===== src/rtl/rs485_modbus_slave.sv =====
// Modbus-RTU slave engine: gap-delimited frame capture, CRC16 check, 0x03/0x06 service
// and exception replies, streamed to the UART one byte per tx_valid/tx_done handshake.
module rs485_modbus_slave #(
    parameter logic [7:0]  SLAVE_ADDR = 8'h01,
    parameter int unsigned NUM_REGS   = 64,
    parameter int unsigned NUM_WREGS  = 16,
    parameter int unsigned MAX_READ   = 16,
    parameter int unsigned GAP_CYCLES = 30400
) (
    input  logic                   clk,
    input  logic                   rst,
    input  logic [7:0]             rx_byte,
    input  logic                   rx_valid,
    output logic [7:0]             tx_byte,
    output logic                   tx_valid,
    input  logic                   tx_done,
    input  logic [NUM_REGS*16-1:0] rd_regs,
    output logic [7:0]             wr_index,
    output logic [15:0]            wr_data,
    output logic                   wr_strobe,
    output logic                   busy,
    output logic [15:0]            crc_err_cnt
);
    localparam int unsigned   GW      = $clog2(GAP_CYCLES + 1);
    localparam logic [GW-1:0] GAP_END = GW'(GAP_CYCLES);

    typedef enum logic [2:0] {IDLE, RECV, CHECK, EXEC, SEND, WAIT_DONE} state_t;
    typedef enum logic [1:0] {RSP_READ, RSP_WRITE, RSP_EXC} rsp_t;

    state_t        state_q, state_d;
    rsp_t          rsp_q, rsp_d;
    logic [7:0]    rxb_q [8];
    logic [7:0]    rxb_d [8];
    logic [3:0]    len_q, len_d;
    logic          ovl_q, ovl_d;
    logic [GW-1:0] gap_q, gap_d;
    logic [7:0]    exc_q, exc_d;
    logic [9:0]    idx_q, idx_d, tlen_q, tlen_d;
    logic [15:0]   crc_q, crc_d;
    logic [7:0]    samp_q, samp_d;
    logic [7:0]    tx_byte_q, tx_byte_d;
    logic          tx_valid_q, tx_valid_d;
    logic [7:0]    wr_index_q, wr_index_d;
    logic [15:0]   wr_data_q, wr_data_d;
    logic          wr_strobe_q, wr_strobe_d;
    logic          busy_q, busy_d;
    logic [15:0]   crc_err_q, crc_err_d;

    logic [15:0] reg_addr, reg_val, rx_crc, rd_sel, bank_word;
    logic [16:0] rd_end;
    logic [9:0]  k;
    logic        rd_ok, wr_ok;
    logic [7:0]  tx_b;

    function automatic logic [15:0] crc_step(input logic [15:0] c, input logic [7:0] b);
        logic [15:0] r;
        r = c ^ {8'h00, b};
        for (int unsigned i = 0; i < 8; i++)
            r = r[0] ? ((r >> 1) ^ 16'hA001) : (r >> 1);
        return r;
    endfunction

    assign reg_addr = {rxb_q[2], rxb_q[3]};
    assign reg_val  = {rxb_q[4], rxb_q[5]};
    assign rd_end   = {1'b0, reg_addr} + {1'b0, reg_val};
    assign rd_ok    = (reg_val != 16'd0) && (32'(reg_val) <= MAX_READ) && (32'(rd_end) <= NUM_REGS);
    assign wr_ok    = 32'(reg_addr) < NUM_WREGS;
    // Reply bytes 3.. are register data; k/2 is the register offset, k[0] selects lo byte
    assign k        = idx_q - 10'd3;
    assign rd_sel   = reg_addr + {7'b0, k[9:1]};

    always_comb begin
        rx_crc = 16'hFFFF;
        for (int unsigned i = 0; i < 6; i++)
            rx_crc = crc_step(rx_crc, rxb_q[i]);
    end

    always_comb begin
        bank_word = '0;
        for (int unsigned r = 0; r < NUM_REGS; r++)
            if (rd_sel == 16'(r))
                bank_word = rd_regs[16*r +: 16];
    end

    always_comb begin
        state_d     = state_q;
        rsp_d       = rsp_q;
        rxb_d       = rxb_q;
        len_d       = len_q;
        ovl_d       = ovl_q;
        gap_d       = gap_q;
        exc_d       = exc_q;
        idx_d       = idx_q;
        tlen_d      = tlen_q;
        crc_d       = crc_q;
        samp_d      = samp_q;
        tx_byte_d   = tx_byte_q;
        tx_valid_d  = 1'b0;
        wr_index_d  = wr_index_q;
        wr_data_d   = wr_data_q;
        wr_strobe_d = 1'b0;
        crc_err_d   = crc_err_q;
        tx_b        = '0;
        unique case (state_q)
            IDLE: begin
                if (rx_valid) begin
                    rxb_d[0] = rx_byte;
                    len_d    = 4'd1;
                    ovl_d    = 1'b0;
                    gap_d    = '0;
                    state_d  = RECV;
                end
            end
            RECV: begin
                if (rx_valid) begin
                    gap_d = '0;
                    if (len_q < 4'd8) begin
                        rxb_d[len_q[2:0]] = rx_byte;
                        len_d             = len_q + 4'd1;
                    end else begin
                        ovl_d = 1'b1;
                    end
                end else if (gap_q == GAP_END) begin
                    state_d = CHECK;
                end else begin
                    gap_d = gap_q + GW'(1);
                end
            end
            CHECK: begin
                state_d = IDLE;
                if (len_q == 4'd8 && !ovl_q && (rxb_q[0] == SLAVE_ADDR || rxb_q[0] == 8'h00)) begin
                    if (rx_crc == {rxb_q[7], rxb_q[6]})
                        state_d = EXEC;
                    else if (crc_err_q != 16'hFFFF)
                        crc_err_d = crc_err_q + 16'd1;
                end
            end
            EXEC: begin
                rsp_d  = RSP_EXC;
                exc_d  = 8'h01;
                tlen_d = 10'd5;
                if (rxb_q[1] == 8'h03) begin
                    exc_d = 8'h02;
                    if (rd_ok) begin
                        rsp_d  = RSP_READ;
                        tlen_d = 10'd5 + {reg_val[8:0], 1'b0};
                    end
                end else if (rxb_q[1] == 8'h06) begin
                    exc_d = 8'h02;
                    if (wr_ok) begin
                        rsp_d       = RSP_WRITE;
                        tlen_d      = 10'd8;
                        wr_index_d  = reg_addr[7:0];
                        wr_data_d   = reg_val;
                        wr_strobe_d = 1'b1;
                    end
                end
                idx_d   = '0;
                crc_d   = 16'hFFFF;
                state_d = (rxb_q[0] == 8'h00) ? IDLE : SEND;
            end
            SEND: begin
                // The last two bytes of every reply are the running CRC; a write echo
                // reproduces the received CRC because it covers the same six bytes.
                if (idx_q >= tlen_q - 10'd2) begin
                    tx_b = (idx_q == tlen_q - 10'd2) ? crc_q[7:0] : crc_q[15:8];
                end else begin
                    case (rsp_q)
                        RSP_WRITE: tx_b = rxb_q[idx_q[2:0]];
                        RSP_READ: begin
                            if (idx_q == 10'd0)      tx_b = rxb_q[0];
                            else if (idx_q == 10'd1) tx_b = 8'h03;
                            else if (idx_q == 10'd2) tx_b = {reg_val[6:0], 1'b0};
                            else if (!k[0]) begin
                                tx_b   = bank_word[15:8];
                                samp_d = bank_word[7:0];
                            end else begin
                                tx_b = samp_q;
                            end
                        end
                        default: begin
                            if (idx_q == 10'd0)      tx_b = rxb_q[0];
                            else if (idx_q == 10'd1) tx_b = rxb_q[1] | 8'h80;
                            else                     tx_b = exc_q;
                        end
                    endcase
                    crc_d = crc_step(crc_q, tx_b);
                end
                tx_byte_d  = tx_b;
                tx_valid_d = 1'b1;
                state_d    = WAIT_DONE;
            end
            WAIT_DONE: begin
                if (tx_done) begin
                    if (idx_q == tlen_q - 10'd1) begin
                        state_d = IDLE;
                    end else begin
                        idx_d   = idx_q + 10'd1;
                        state_d = SEND;
                    end
                end
            end
            default: state_d = IDLE;
        endcase
        busy_d = (state_d != IDLE) && (state_d != RECV);
    end

    always_ff @(posedge clk or posedge rst) begin
        if (rst) begin
            state_q     <= IDLE;
            rsp_q       <= RSP_EXC;
            for (int unsigned i = 0; i < 8; i++) rxb_q[i] <= '0;
            len_q       <= '0;
            ovl_q       <= 1'b0;
            gap_q       <= '0;
            exc_q       <= '0;
            idx_q       <= '0;
            tlen_q      <= '0;
            crc_q       <= '1;
            samp_q      <= '0;
            tx_byte_q   <= '0;
            tx_valid_q  <= 1'b0;
            wr_index_q  <= '0;
            wr_data_q   <= '0;
            wr_strobe_q <= 1'b0;
            busy_q      <= 1'b0;
            crc_err_q   <= '0;
        end else begin
            state_q     <= state_d;
            rsp_q       <= rsp_d;
            rxb_q       <= rxb_d;
            len_q       <= len_d;
            ovl_q       <= ovl_d;
            gap_q       <= gap_d;
            exc_q       <= exc_d;
            idx_q       <= idx_d;
            tlen_q      <= tlen_d;
            crc_q       <= crc_d;
            samp_q      <= samp_d;
            tx_byte_q   <= tx_byte_d;
            tx_valid_q  <= tx_valid_d;
            wr_index_q  <= wr_index_d;
            wr_data_q   <= wr_data_d;
            wr_strobe_q <= wr_strobe_d;
            busy_q      <= busy_d;
            crc_err_q   <= crc_err_d;
        end
    end

    assign tx_byte     = tx_byte_q;
    assign tx_valid    = tx_valid_q;
    assign wr_index    = wr_index_q;
    assign wr_data     = wr_data_q;
    assign wr_strobe   = wr_strobe_q;
    assign busy        = busy_q;
    assign crc_err_cnt = crc_err_q;
endmodule


===== config.mk =====
export PLATFORM = sky130hd
export DESIGN_NAME = rs485_modbus_slave
export DESIGN_NICKNAME = d
export VERILOG_FILES = /design/src/rtl/rs485_modbus_slave.sv
export SDC_FILE = /design/constraint.sdc
export NUM_CORES = 1
export LEC_CHECK = 0
export ABC_AREA = 1
export CAP_MARGIN = 30
export CORE_AREA = 10 10 412 414
export CTS_BUF_LIST = sky130_fd_sc_hd__clkbuf_4
export CTS_CLUSTER_DIAMETER = 100
export DETAILED_ROUTE_END_ITERATION = 12
export DIE_AREA = 0 0 422 424
export GPL_TIMING_DRIVEN = 1
export SYNTH_ARGS = -nofsm -noshare
export SYNTH_HDL_FRONTEND = slang
export SYNTH_SLANG_ARGS = --single-unit
export TNS_END_PERCENT = 100

===== constraint.sdc =====
create_clock -name clk -period 8.4 [get_ports clk]
set_input_delay 1.68 -clock clk [delete_from_list [all_inputs] [get_ports clk]]
set_output_delay 1.68 -clock clk [all_outputs]
set_load 0.03 [all_outputs]

==> metrics.txt <==
clk_lat worst skew 0.78 ns; clock skew 0.04498 ns; Setup CP Type flop to flop; violated checks setup timing; Hold Slack 0.4897 ns; synth unique cells 60; Setup WS post-layout -1.158 ns; first drt pass iteration count 6; part of the power in registers 12.6%; CP Launch Point idx_q[2]$_DFFE_PP0P_; RSZ-0062 raised after global routing true; Seq/Total Area, Yosys 22.60%; most common cell after layout, fill and taps aside nand2_1; dpl hpwl 188.7 mm; Hold Fails Final Rpt 0; P_leak 16.78 nW; number of flops mapped to enable cells by yosys 0; logic gate share of total power 81.3%; ys flop type dfrtp_1; Worst VDD drop 0.9267 mV; Tmin final 9.558 ns; Via-to-Cell Ratio 4.378; CTS clock-pin slew for the worst setup and hold paths 0.20 ns; crit path launch type flop; nets 6045; Worst Tran Pin Value 1.071 ns; drt drc 0; Slew Limit Headroom 28.07%; Power Total 10.01 mW; vias in the first global route 31430; Die H 424 um; most frequent cells in the layout nand2_1, clkdlybuf4s50_1, inv_1; H-Tree Depth 4; mapped cell area 20690 um2; CTS tree done; Layout Area Growth over Synthesis 91.08%; Worst EP arrival 10.30 ns; Max-cap violations 0; WL final 214.8 mm; Num Clock Sinks 186; IO buf count 1086; status complete, but fails checks; Initial Utilization 12.80%; Sw Pwr 5.299 mW; Fmax 104.6 MHz; DR vias 31400; routed wire length per instance 29.95 um; top cells by area, synth nand2_1, dfrtp_1, nand4_1, nor2_1, inv_1; CP peak stage delay 0.43 ns; Clock Path Buffers 2; Pint 4.714 mW; WP data required 9.14 ns; max-slew violation count 0; Mapped Cells 3501; post-detailed-route count of antenna-violating nets 0; first-pass GRT wire length 281.6 mm; Tcrit/Tclk final 113.8%; synthesized net count 4597; final setup fails 20; row count 148; Hold Crit Start wr_index[5]$_DFFE_PP0P_; Placer Congestion 1.053; First DRT Iteration DRCs 2806; asr flop ratio synth 100.0%; Hold-fix buffers, CTS 0; initial antenna violation count 76; Yosys top cell area share 20.96%; slowest cell on the critical path dfrtp_1; CP endpoint kind flop; Clk pwr share 6.1%; Switching Share 52.92%; die width 422 um; CTS buffer count 17; reg-to-reg startpoint idx_q[2]$_DFFE_PP0P_; critical path's most frequent cell nand4_1; area leader, netlist nand2_1; Root Buffer clkbuf_4; GR Overflow Total 0; total track usage 22.73%; Yosys reg bits 186; worst hold path type flop to flop; Core ar. 161700 um2; CP Max Fanout 4; pwr/cell area 253.3 nW/um2; largest net degree at the start of global routing 74; share of cells above drive strength 1 17.67%; die area 178900 um2; Yosys warning total 0; syn avg cell area 5.909 um2; I/O pin total 1087
[power by group through the flow]
stage	Sequential (mW)	Combinational, mW	Clock, mW
6_report	1.27	8.14	0.611
5_1_grt	1.29	8.72	0.671
4_1_cts	1.26	7.90	0.641
3_5_place_dp	1.27	7.51	0
3_3_place_gp	1.27	7.47	0
2_1_floorplan	1.22	5.03	0
[synthesized netlist by cell type (6+ instances only)]
master and number:
a21oi_1 193, a221oi_1 28, and2_1 15, and3_1 11
buf_1 12, clkbuf_1 40, dfrtp_1 169, dfstp_2 17
ha_1 58, inv_1 374, inv_2 31, nand2_1 1155
nand2_2 10, nand3_1 190, nand3_2 11, nand4_1 253
nor2_1 385, nor3_1 86, nor4_1 6, o211ai_1 6
o21ai_0 177, o22ai_1 11, or2_2 11, xnor2_1 50
xor2_1 120
[final timing paths]
kind	cells past startpoint	slack (ns)	to
setup / recovery	71	-1.16	crc_q[0]$_DFFE_PP1P_
hold / removal	2	0.49	wr_index[5]$_DFFE_PP0P_
setup reg to reg	71	-1.16	crc_q[0]$_DFFE_PP1P_
hold reg to reg	2	0.49	wr_index[5]$_DFFE_PP0P_
max in group asynchronous	3	5.67	wr_index[0]$_DFFE_PP0P_
min in group asynchronous	2	1.31	crc_err_cnt[7]$_DFFE_PP0P_
[flip-flops by register name (all words and copies together) (netlist names), 10 cells and up]
name         count
crc_err_cnt     16
crc_q           16
gap_q           15
idx_q           10
reg_addr        16
reg_val         16
rxb_q           32
tlen_q          10
wr_data         16
[metal layers]
| metal | wire length, um | global-route usage (%) |
|---|---|---|
| met5 | 133 | 0 |
| met4 | 12150 | 11.18 |
| met2 | 107000 | 40.37 |
| met1 | 83210 | 26.28 |
| met3 | 12380 | 3.802 |
[per-stage QoR]
step	setup WS, ns	instances	util (%)	area (um2)	TNS (ns)
after floorplan	1.440	3501	-	20690	0
after global placement	-1.979	7058	22.82	36890	-29.26
after detailed placement	-2.002	7064	22.84	36930	-31.76
after CTS	-0.8736	7131	23.85	38560	-8.503
after global routing	-1.659	7161	24.43	39500	-25.12
final	-1.158	7172	24.45	39530	-11.82
[layout make-up]
class | instances | area [um2]
multi-input cells | 2844 | 15790
diodes | 35 | 87.58
clock buffers | 17 | 127.6
repair buffers | 1490 | 14360
clock inverters | 15 | 210.2
flip-flops and latches | 186 | 4678
fillers | 18080 | 122100
inverters | 410 | 1545
well taps | 2175 | 2721
[cells by family (layout without fill, tap and decap cells)]
logic type | Yosys count | in the layout | synth area share, %
and+or+nand+nor | 2156 | 2156 | 45.40
AOI/OAI and AO/OA | 458 | 458 | 12.34
buffers and inverters | 471 | 1932 | 8.758
DFF | 186 | 186 | 22.60
xor gates and xnor gates | 170 | 170 | 7.198
adders and majority gates | 60 | 60 | 3.702
other | 0 | 35 | 0
[critical path, delay by kind of cell (launching register included)]
kind,cells,cell delay [ns]
AND/OR/NAND/NOR,64,8.01
buffers and inverters,5,0.56
flip-flops,1,0.43
adder cells (fa/ha/maj),1,0.32
XOR/XNOR,1,0.19
[timing repair]
action                                  4_1_cts  5_1_grt
buffers inserted                             34       19
pin swaps                                   105      232
cloned                                        4        0
resized for setup                           236      226
endpoints found under the setup margin       27       27
(Power assumes the default switching activity.)
